## src/rtl/uart_tx_fifo.sv

```systemverilog
// Byte FIFO feeding a uart transmitter through its tx_data/tx_strobe/tx_busy handshake.
// Bursty writes are buffered and drained one byte per uart frame.
module uart_tx_fifo #(
    parameter int unsigned DEPTH_LOG2 = 4,
    parameter int unsigned BUSY_WAIT  = 3
) (
    input  logic                  raw_clk,
    input  logic                  reset,
    input  logic [7:0]            wr_data,
    input  logic                  wr_strobe,
    output logic                  full,
    output logic                  empty,
    output logic [DEPTH_LOG2:0]   count,
    output logic                  overflow,
    input  logic                  overflow_clear,
    output logic [7:0]            tx_data,
    output logic                  tx_strobe,
    input  logic                  tx_busy
);

    localparam int unsigned Depth = 1 << DEPTH_LOG2;
    localparam int unsigned WaitW = (BUSY_WAIT > 1) ? $clog2(BUSY_WAIT) : 1;
    localparam logic [WaitW-1:0]      WaitLast = WaitW'(BUSY_WAIT - 1);
    localparam logic [DEPTH_LOG2:0]   CountFull = (DEPTH_LOG2 + 1)'(Depth);
    localparam logic [DEPTH_LOG2:0]   CountOne = (DEPTH_LOG2 + 1)'(1);
    localparam logic [DEPTH_LOG2-1:0] PtrOne = DEPTH_LOG2'(1);

    typedef enum logic [1:0] {
        StIdle,
        StStrobe,
        StWaitBusy,
        StWaitDone
    } state_e;

    state_e                state_q, state_d;
    logic [DEPTH_LOG2-1:0] wr_ptr_q, wr_ptr_d;
    logic [DEPTH_LOG2-1:0] rd_ptr_q, rd_ptr_d;
    logic [DEPTH_LOG2:0]   count_q, count_d;
    logic                  overflow_q, overflow_d;
    logic [7:0]            tx_data_q, tx_data_d;
    logic                  tx_strobe_q, tx_strobe_d;
    logic [WaitW-1:0]      wait_cnt_q, wait_cnt_d;
    logic [7:0]            mem_q [Depth];

    logic pop;
    logic wr_accept;

    assign full      = (count_q == CountFull);
    assign empty     = (count_q == '0);
    assign count     = count_q;
    assign overflow  = overflow_q;
    assign tx_data   = tx_data_q;
    assign tx_strobe = tx_strobe_q;

    always_comb begin
        state_d     = state_q;
        tx_data_d   = tx_data_q;
        tx_strobe_d = tx_strobe_q;
        wait_cnt_d  = wait_cnt_q;
        pop         = 1'b0;

        unique case (state_q)
            StIdle: begin
                // empty reflects the count register, so a byte written this cycle waits one cycle
                if (!empty && !tx_busy) begin
                    pop         = 1'b1;
                    tx_data_d   = mem_q[rd_ptr_q];
                    tx_strobe_d = 1'b1;
                    state_d     = StStrobe;
                end
            end
            StStrobe: begin
                tx_strobe_d = 1'b0;
                wait_cnt_d  = '0;
                state_d     = StWaitBusy;
            end
            StWaitBusy: begin
                if (tx_busy) begin
                    state_d = StWaitDone;
                end else if (wait_cnt_q == WaitLast) begin
                    // uart never acknowledged; the byte is treated as lost
                    state_d = StIdle;
                end else begin
                    wait_cnt_d = wait_cnt_q + 1'b1;
                end
            end
            StWaitDone: begin
                if (!tx_busy) begin
                    state_d = StIdle;
                end
            end
            default: state_d = StIdle;
        endcase
    end

    always_comb begin
        wr_accept  = wr_strobe && (!full || pop);
        wr_ptr_d   = wr_ptr_q;
        rd_ptr_d   = rd_ptr_q;
        count_d    = count_q;
        overflow_d = overflow_q;

        if (wr_accept) begin
            wr_ptr_d = wr_ptr_q + PtrOne;
        end
        if (pop) begin
            rd_ptr_d = rd_ptr_q + PtrOne;
        end

        if (wr_accept && !pop) begin
            count_d = count_q + CountOne;
        end else if (!wr_accept && pop) begin
            count_d = count_q - CountOne;
        end

        // set beats clear when both happen together
        if (overflow_clear) begin
            overflow_d = 1'b0;
        end
        if (wr_strobe && !wr_accept) begin
            overflow_d = 1'b1;
        end
    end

    always_ff @(posedge raw_clk or posedge reset) begin
        if (reset) begin
            state_q     <= StIdle;
            wr_ptr_q    <= '0;
            rd_ptr_q    <= '0;
            count_q     <= '0;
            overflow_q  <= 1'b0;
            tx_data_q   <= 8'h00;
            tx_strobe_q <= 1'b0;
            wait_cnt_q  <= '0;
        end else begin
            state_q     <= state_d;
            wr_ptr_q    <= wr_ptr_d;
            rd_ptr_q    <= rd_ptr_d;
            count_q     <= count_d;
            overflow_q  <= overflow_d;
            tx_data_q   <= tx_data_d;
            tx_strobe_q <= tx_strobe_d;
            wait_cnt_q  <= wait_cnt_d;
        end
    end

    // Storage is not reset; contents are meaningless until written.
    always_ff @(posedge raw_clk) begin
        if (wr_accept) begin
            mem_q[wr_ptr_q] <= wr_data;
        end
    end

endmodule
```

## config.mk

```make
export PLATFORM = sky130hd
export DESIGN_NAME = uart_tx_fifo
export DESIGN_NICKNAME = d
export VERILOG_FILES = /design/src/rtl/uart_tx_fifo.sv
export SDC_FILE = /design/constraint.sdc
export NUM_CORES = 1
export LEC_CHECK = 0
export BUFFER_PORTS_ARGS = -buffer_cell sky130_fd_sc_hd__buf_2
export CELL_PAD_IN_SITES_DETAIL_PLACEMENT = 2
export CELL_PAD_IN_SITES_GLOBAL_PLACEMENT = 2
export CORE_MARGIN = 2
export CORE_UTILIZATION = 31
export DETAILED_ROUTE_END_ITERATION = 10
export PLACE_DENSITY = 0.58
export SETUP_SLACK_MARGIN = 0.5
export SLEW_MARGIN = 20
export SYNTH_ARGS = -nofsm -noshare
export SYNTH_HDL_FRONTEND = slang
export SYNTH_SLANG_ARGS = --single-unit
export TNS_END_PERCENT = 1
```

## constraint.sdc

```tcl
create_clock -name raw_clk -period 2.5 [get_ports raw_clk]
set_input_delay 0.125 -clock raw_clk [delete_from_list [all_inputs] [get_ports raw_clk]]
set_output_delay 0.125 -clock raw_clk [all_outputs]
set_load 0.005 [all_outputs]
```

Yosys cells after proc, flatten, opt, wreduce, memory -nomap -nowiden
Memory sizes are Yosys's and may differ from the RTL's. A register that Yosys moved wholly into a read port is not among the register bits.
Index checks and enable logic that the tools add are counted.
- bits in registers: 19
- bits in writable memories: 128
- input bits: 13
- output and inout bits: 17
- word-level logic and storage cells: 62
- memories kept: 1
- memories (memory ; depth ; bits a word ; read ports ; clocked after Yosys merged registers in ; wr ports ; RTL line ; source):
    mem_q ; 16 ; 8 ; 1 ; 1 ; 1 ; 43 ; logic [7:0] mem_q [Depth];
- $add $sub $neg: 5
- equal/unequal tests: 10
- mux-type cells: 18
- reductions and logical operators: 21
- operators with widths (operator ; count):
    2-bit two-way mux ; 6
    5-bit two-way mux ; 2
    4-bit by 1-bit adder with 4-bit output (second input constant) ; 2
    2-bit != test (second input constant) ; 4
    2-bit one-hot mux with 4 select lines ; 1
    2-bit nonzero test ; 4
    1-bit two-way mux ; 7
    2-bit equality test (second input constant) ; 3
    3-bit AND reduction ; 2
    5-bit by 1-bit adder with 5-bit output (second input constant) ; 1
    5-bit equality test (second input constant) ; 1
    1-bit logical AND ; 5
    1-bit logical NOT ; 5
    5-bit logical NOT ; 1
    5-bit by 1-bit subtractor with 5-bit output (second input constant) ; 1
    2-bit one-hot mux with 2 select lines ; 1
    2-bit AND reduction ; 2
    3-bit != test (second input constant) ; 1
    2-bit by 1-bit adder with 2-bit output (second input constant) ; 1
    2-bit by 1-bit equality test with 1-bit output (second input constant) ; 1
    2-bit logical NOT ; 1
    1-bit one-hot mux with 2 select lines ; 1
    1-bit logical OR ; 1

Depth between registers and ports, before layout
Gate-level depths: netlist of run 1.
- depth in word-level cells: 11
- mapped depth: 11
- gate-level depth less buffers: 10

Least setup slack after synthesis of run 1
OpenSTA, ideal clock, no wires.
- path kind: register to register
- start point: register count_q[1], in the netlist count[1]
- end point: register count_q[4], in the netlist count[4]
- library setup time: 0.080 ns
- data arrival time: 2.558 ns
- data required time: 2.420 ns
- path slack: -0.138 ns
- stages on the path, launching flop included: 12
- path buffers: 1
- clock period less this slack: 2.638 ns
- cells stage by stage: dfrtp_1 -> nor4_2 -> a2111oi_4 -> o21a_1 -> buf_4 -> ha_1 -> inv_1 -> ha_1 -> a21o_1 -> a21oi_1 -> mux2i_1 -> xnor2_1
- longest elaborated chain between the ends: 10
- elaborated cells on any way between the ends: 18
- classes of those cells: add/sub (2); eq/ne (1); mux (4); reduce/logical (11)
- ends and longest elaborated chain (element ; RTL line ; source):
    start, declared ; 38 ; logic [DEPTH_LOG2:0] count_q, count_d;
    start signal, assigned ; 139 ; count_q <= count_d;
    5-bit logical NOT ; 49 ; assign empty = (count_q == '0);
    1-bit logical NOT ; 65 ; if (!empty && !tx_busy) begin
    1-bit logical AND ; 65 ;
    1-bit two-way mux ; 65 ;
    1-bit two-way mux ; 62 ; unique case (state_q)
    1-bit logical OR (*) ; 97 ; wr_accept = wr_strobe && (!full || pop);
    1-bit logical AND (*) ; 97 ;
    named net wr_accept ; 46 ; logic wr_accept;
    1-bit logical NOT ; 112 ; end else if (!wr_accept && pop) begin
    1-bit logical AND ; 112 ;
    2-bit nonzero test (no source line) ; -- ;
Mark *: on every way through the listed nets, which the timed path passes. The rest lies on a longest branch. The select of a mux whose other input is x is not followed.
A chain may end at the register's enable or synchronous reset.

Worst setup path after layout of run 1
- start point: register count_q[0], in the netlist count[0]
- end point: register count_q[4], in the netlist count[4]
- longest elaborated chain between the ends: 10
- elaborated cells on any way between the ends: 18
- classes of those cells: add/sub (2); eq/ne (1); mux (4); reduce/logical (11)
- ends and longest elaborated chain (element ; RTL line):
    5-bit logical NOT ; 49
    1-bit logical NOT ; 65
    1-bit logical AND ; 65
    1-bit two-way mux ; 65
    1-bit two-way mux ; 62
    1-bit logical OR ; 97
    1-bit logical AND ; 97
    1-bit logical NOT ; 112
    1-bit logical AND ; 112
    2-bit nonzero test (no source line) ; --
Parallel ways exist; a longest one is shown, timed or not. The select of a mux whose other input is x is not followed.

==> reports/qor.csv, run 1 <==
metric;value;unit
htree depth;4;
worst-skew pair later-pin latency;0.43;ns
hold depth;3;
Hold Crit Endpoint;state_q[1];
nets;433;
clock tree sinks;155;
Required @ worst endpoint;2.85;ns
fraction of registers with async set/reset;17.4;%
Worst Hold Class;primary input to flop;
Post-DP Area;6920;um2
minimum clock period;2.41;ns
Seq cells post-synth;155;
fin area;7590;um2
fin cells;686;
final WL;15300;um
Pre-antenna DRT Iters;5;
Max VDD drop;0.486;mV
Slew headroom;66.7;%
Slew Limit Fails;0;
FF-to-FF path depth;10;
maximum clock path buffer count;2;
WL/cell;22.4;um
routed via count;3302;
clock skew;0.00744;ns
Starting Density;31.8;%
total chip power;9.07;mW
# DRC;0;
die area;21300;um2
Die Wd;146;um
f_max;414;MHz
largest net degree at the start of global routing;28;
Pleak;2.66;nW
leading post-synthesis cells by cell area;edfxtp_1 62%, mux4_2 12%, dfrtp_1 11%, ha_1 2.2%, mux2_2 1.6%;
first-pass GRT wire length;23700;um
remaining antenna violation count;0;
Netlist cell types;33;
Synth top area share;61.6;%
cell taking the most area after synthesis;edfxtp_1;
final setup vio count;0;
ratio of cells with drive above 1 in the final layout;34.7;%
FP Rows;51;
total track usage;15.5;%
Crit. End Element;flop;
EDFF count, synth;128;
GRT Residual Overflow;0;
RR Endpoint;count[4];
number of vias per cell;4.81;
I/O pins;30;
Fin. Hold Viols;0;
Syn Inst Count;340;
port buffer count;29;
RSZ-0062 raised after global routing;yes;
RePlAce Congestion;0.710;
CTS tree;done;
Cell Pwr Density;1190;nW/um2
root buffer cell;clkbuf_16;
kind of critical path;flop to flop;
Post-Syn Area;6240;um2
Core ar.;19600;um2
worst slew pin tran;0.500;ns
synthesis-to-finish area growth;21.7;%
Final HPWL DP;10200;um
initial antenna violation count;0;
cts bufs inserted;17;
clock-pin slew on the worst setup and hold paths;0.06;ns
period utilization;96.5;%
FF-to-FF Start;count[0];
fin util;38.8;%
vias in the first global route;3723;
placed instance count;648;
Post-Syn Area per Cell;18.3;um2
CP startpoint kind;flop;
Top FF cell, synth;edfxtp_1;
status;complete, no violations;
max cap viols;0;
DIE HEIGHT;146;um
hold path start;tx_busy;
diode count;0;
CP arrival;2.76;ns
post-synthesis sequential area ratio;72.5;%
syn_nets;365;
1st-iter DRT viols;185;
FILL cells;1906;
final hold slack;0.0555;ns
peak fanout along the critical path;4;
yosys warns;0;
reg2reg setup slack;0.09;ns
[area by class of cell]
| type | count | area [um2] | share of cell area [%] |
|---|---|---|---|
| clock buffers | 18 | 429 | 5.65 |
| clock inverters | 14 | 185 | 2.44 |
| well taps | 265 | 332 | 4.37 |
| multi-input cells | 154 | 1610 | 21.2 |
| inverters | 14 | 55.1 | 0.725 |
| repair buffers | 66 | 458 | 6.03 |
| flip-flops and latches | 155 | 4520 | 59.6 |
[power by group]
| part | internal (mW) | switching, mW |
|---|---|---|
| sequential | 3.24 | 0.371 |
| clock | 1.60 | 1.10 |
| combinational | 1.37 | 1.39 |
[worst max path at each step]
| stage | cells after the start | end | slack [ns] | startpoint |
|---|---|---|---|---|
| floorplan | 11 | count[4] | 0.11 | count[0] |
| global placement | 10 | count[4] | 0.14 | count[0] |
| detailed placement | 10 | count[4] | 0.09 | count[0] |
| CTS | 10 | count[4] | 0.06 | count[2] |
| global route | 10 | count[4] | -0.06 | count[0] |
| finish | 10 | count[4] | 0.09 | count[0] |
[timing repair]
item                                    4_1_cts  5_1_grt
hold endpoints to repair                     29        0
setup buffers                                 2        0
endpoints found under the setup margin      140      140
pin swaps                                     3        3
resized for setup                             1        1
hold buffers                                  4        0
[layer usage]
layer  global-route usage, %  vias up  routed length [um]
met5                       0        -                   0
met1                    19.4     1768                6630
li1                        -     1463                   -
met4                    6.08        0                 233
met3                    3.04       14                 413
met2                    26.7       57                8060
[Yosys cell counts (all sizes together), types with 3 or more instances]
library cell / instances
buf: 11
o22ai: 16
edfxtp: 128
mux2i: 3
nand2b: 3
clkbuf: 6
mux2: 9
mux4: 32
ha: 11
xnor2: 8
nand2: 16
inv: 14
dfrtp: 27
o21ai: 6
a21oi: 13
nor3: 5
nor2: 18
[state kept, by name, indices dropped and copies added (netlist names)]
name	flops
tx_strobe	1
tx_data	8
mem_q	128
wait_cnt_q	2
state_q	2
wr_ptr_q	4
count	5
overflow	1
rd_ptr_q	4
[logic make-up after synthesis]
kind of cell | after synthesis | share of synthesized area, %
flops | 155 | 72.5
simple gates | 48 | 3.47
mux | 44 | 13.7
compound gates | 40 | 4.11
buf+inv | 31 | 2.35
fa+ha+maj | 12 | 2.53
xor+xnor | 10 | 1.40
[placed cells by master (no fill, tap or decap), drive strengths merged, types with 4 or more instances in the layout]
cell	instances
edfxtp	128
buf	62
mux4	32
dfrtp	27
inv	20
nor2	18
clkbuf	18
o22ai	16
nand2	16
a21oi	13
ha	11
mux2	9
xnor2	8
o21ai	6
nor3	5
dlygate4sd3	4
[critical path, cell delays in order, from the launching register on]
cell and delay, ns:
dfrtp_2 0.42, nor4_4 0.38, a2111oi_4 0.14, o21a_1 0.25
ha_4 0.19, inv_4 0.08, ha_4 0.20, a21o_1 0.19
a21oi_2 0.13, mux2i_1 0.23, xnor2_1 0.14
[per-stage QoR]
| step | setup WS (ns) | setup TNS (ns) |
|---|---|---|
| global route | -0.0637 | -0.0637 |
| global placement | 0.136 | 0 |
| finish | 0.0866 | 0 |
| detailed placement | 0.0890 | 0 |
| floorplan | 0.114 | 0 |
| CTS | 0.0580 | 0 |
No activity file was read; power rests on OpenSTA's default activity.
==> inputs of run 2 (changes only) <==
- ABC_AREA: not set -> 1
- PLACE_DENSITY: 0.58 -> 0.66
==> reports/qor.csv, run 2 <==
metric;value;unit;change
total track usage;18.0;%;+2.5 points
Syn Inst Count;698;;+110%
Max VDD drop;0.529;mV;+8.7%
Die Wd;154;um;+5.7%
ratio of cells with drive above 1 in the final layout;15.3;%;-19 points
I/O pins;30;;unchanged
Post-Route Setup TNS;0;ns;unchanged
fin cells;1051;;+53%
Crit. End Element;flop;;
post-synthesis sequential area ratio;64.7;%;-7.8 points
Seq cells post-synth;155;;unchanged
peak fanout along the critical path;7;;+3
GRT Residual Overflow;0;;unchanged
# DRC;0;;unchanged
Core ar.;22000;um2;+12%
Worst Hold Class;primary input to flop;;
Post-synth top cells;223 x nand2_1, 128 x edfxtp_1, 123 x inv_1, 101 x nand3_1, 27 x dfrtp_1;;
Post-Syn Area per Cell;10.0;um2;-45%
Cell Pwr Density;1150;nW/um2;-3.6%
initial antenna violation count;0;;unchanged
pre-CTS setup slack;-0.0827;ns;-0.172 ns
RSZ-0062 raised after global routing;yes;;
cell taking the most area after synthesis;edfxtp_1;;
Pre-antenna DRT Iters;4;;-1
final WL;20200;um;+31%
DIE HEIGHT;154;um;+5.7%
period utilization;88.3;%;-8.2 points
count leader, synth;nand2_1;;
Slew Limit Fails;0;;unchanged
Largest Register;mem_q;;
1st-iter DRT viols;215;;+16%
number of vias per cell;4.74;;-1.6%
yosys warns;0;;unchanged
syn_nets;723;;+98%
vias in the first global route;5560;;+49%
Synth top area share;55.0;%;-6.6 points
Post-Syn Area;6990;um2;+12%
clock tree sinks;155;;unchanged
Slew headroom;46.6;%;-20 points
clock-pin slew on the worst setup and hold paths;0.06;ns;about the same
total chip power;9.56;mW;+5.5%
CTS tree;done;;
final worst slack;0.292;ns;+0.205 ns
f_max;453;MHz;+9.3%
WL/cell;19.2;um;-14%
Final HPWL DP;13000;um;+27%
CP startpoint kind;flop;;
Starting Density;31.8;%;about the same
Netlist cell types;30;;-9.1%
commonest cells after routing, fill and taps aside;219 x nand2_1, 128 x edfxtp_1, 119 x inv_1;;
htree depth;4;;unchanged
Required @ worst endpoint;2.82;ns;-0.03 ns
clock skew;0.00832;ns;+0.000886 ns
first-pass GRT wire length;31900;um;+35%
Fin. Hold Viols;0;;unchanged
final hold slack;0.0363;ns;-0.0192 ns
FP Rows;54;;+5.9%
kind of critical path;flop to flop;;
fraction of registers with async set/reset;17.4;%;unchanged
largest net degree at the start of global routing;68;;+140%
RePlAce Congestion;0.733;;+3.2%
nets;783;;+81%
CP arrival;2.53;ns;-0.23 ns
maximum clock path buffer count;2;;unchanged
max cap viols;0;;unchanged
minimum clock period;2.21;ns;-0.205 ns
root buffer cell;clkbuf_16;;
Top FF cell, synth;edfxtp_1;;
Pleak;3.68;nW;+38%
leading post-synthesis cells by cell area;edfxtp_1 55%, nand2_1 12%, dfrtp_1 9.7%, nand3_1 7.2%, inv_1 6.6%;;
final setup vio count;0;;unchanged
most common cell after layout, fill and taps aside;nand2_1;;
status;complete, no violations;;
cts bufs inserted;17;;unchanged
routed via count;4979;;+51%
placed instance count;1007;;+55%
diode count;0;;unchanged
FILL cells;2319;;+22%
die area;23700;um2;+12%
number of flip-flops in the largest register;128;;unchanged
worst-skew pair later-pin latency;0.43;ns;about the same
remaining antenna violation count;0;;unchanged
EDFF count, synth;128;;unchanged
worst slew pin tran;0.801;ns;+0.302 ns
synthesis-to-finish area growth;18.9;%;
port buffer count;29;;unchanged
-- run 2: area by class of cell --
| class | count | area [um2] | share of cell area (%) |
|---|---|---|---|
| flip-flops and latches | 155 | 4520 | 54.4 |
| multi-input cells | 388 | 1880 | 22.6 |
| inverters | 128 | 490 | 5.90 |
| repair buffers | 68 | 458 | 5.51 |
| clock buffers | 20 | 437 | 5.26 |
| well taps | 280 | 350 | 4.22 |
| clock inverters | 12 | 173 | 2.08 |
-- run 2: through the flow --
| stage | utilization [%] | area, um2 |
|---|---|---|
| global placement | 34.4 | 7560 |
| CTS | 37.5 | 8250 |
| global route | 37.8 | 8310 |
| finish | 37.8 | 8310 |
| floorplan | - | 7030 |
| detailed placement | 34.4 | 7560 |
-- run 2: routing by layer --
| metal | vias up | GRT usage, % | wire [um] | share of wire (%) |
|---|---|---|---|---|
| li1 | 2365 | - | - | - |
| met1 | 2553 | 22.2 | 8910 | 44 |
| met2 | 42 | 32.7 | 10600 | 53 |
| met3 | 19 | 2.73 | 340 | 1.7 |
| met4 | 0 | 5.43 | 284 | 1.4 |
| met5 | - | 0 | 0 | 0 |
-- run 2: what timing repair did --
item	in CTS	in global routing
hold endpoints to repair	19	0
hold buffers	3	0
setup endpoints to repair	28	140
gates resized for setup	3	10
pin swaps	2	5
setup buffers	4	5
-- run 2: cell families (layout without fill, tap and decap cells) --
group                    Yosys count  in the layout  share of synthesized area [%]
AO/OA/AOI/OAI                     21             21                           1.70
XOR/XNOR                           5              5                          0.627
adder cells (fa/ha/maj)           12             12                           2.26
buffers and inverters            155            228                           9.42
flip-flops                       155            155                           64.7
multiplexers                       1              1                          0.143
AND/OR/NAND/NOR                  349            349                           21.2
-- run 2: critical path, stage by stage (launching register included) --
cell	delay, ns
dfrtp_1	0.42
inv_2	0.08
nand2_2	0.07
nor3_4	0.16
o211ai_2	0.13
nand2_2	0.13
inv_4	0.06
ha_4	0.18
inv_6	0.08
ha_4	0.21
a21oi_4	0.14
o21ai_2	0.09
a21oi_2	0.14
o21ai_1	0.08
nand2_1	0.07
nand2_1	0.05
-- run 2: power breakdown --
part           total, mW  internal [mW]  switching, mW
clock network       2.72           1.66           1.06
logic               3.48           1.13           2.36
registers           3.36           3.17          0.186
-- run 2: final timing paths --
path | depth (start not counted) | slack (ns) | from | end
min reg2reg | 2 | 0.48 | tx_data[1] | tx_data[1]
max reg2reg | 15 | 0.29 | count[1] | count[4]
max in group asynchronous | 4 | 1.49 | reset | wr_ptr_q[0]
max | 15 | 0.29 | count[1] | count[4]
min | 3 | 0.04 | tx_busy | state_q[0]
min in group asynchronous | 3 | 0.38 | reset | overflow
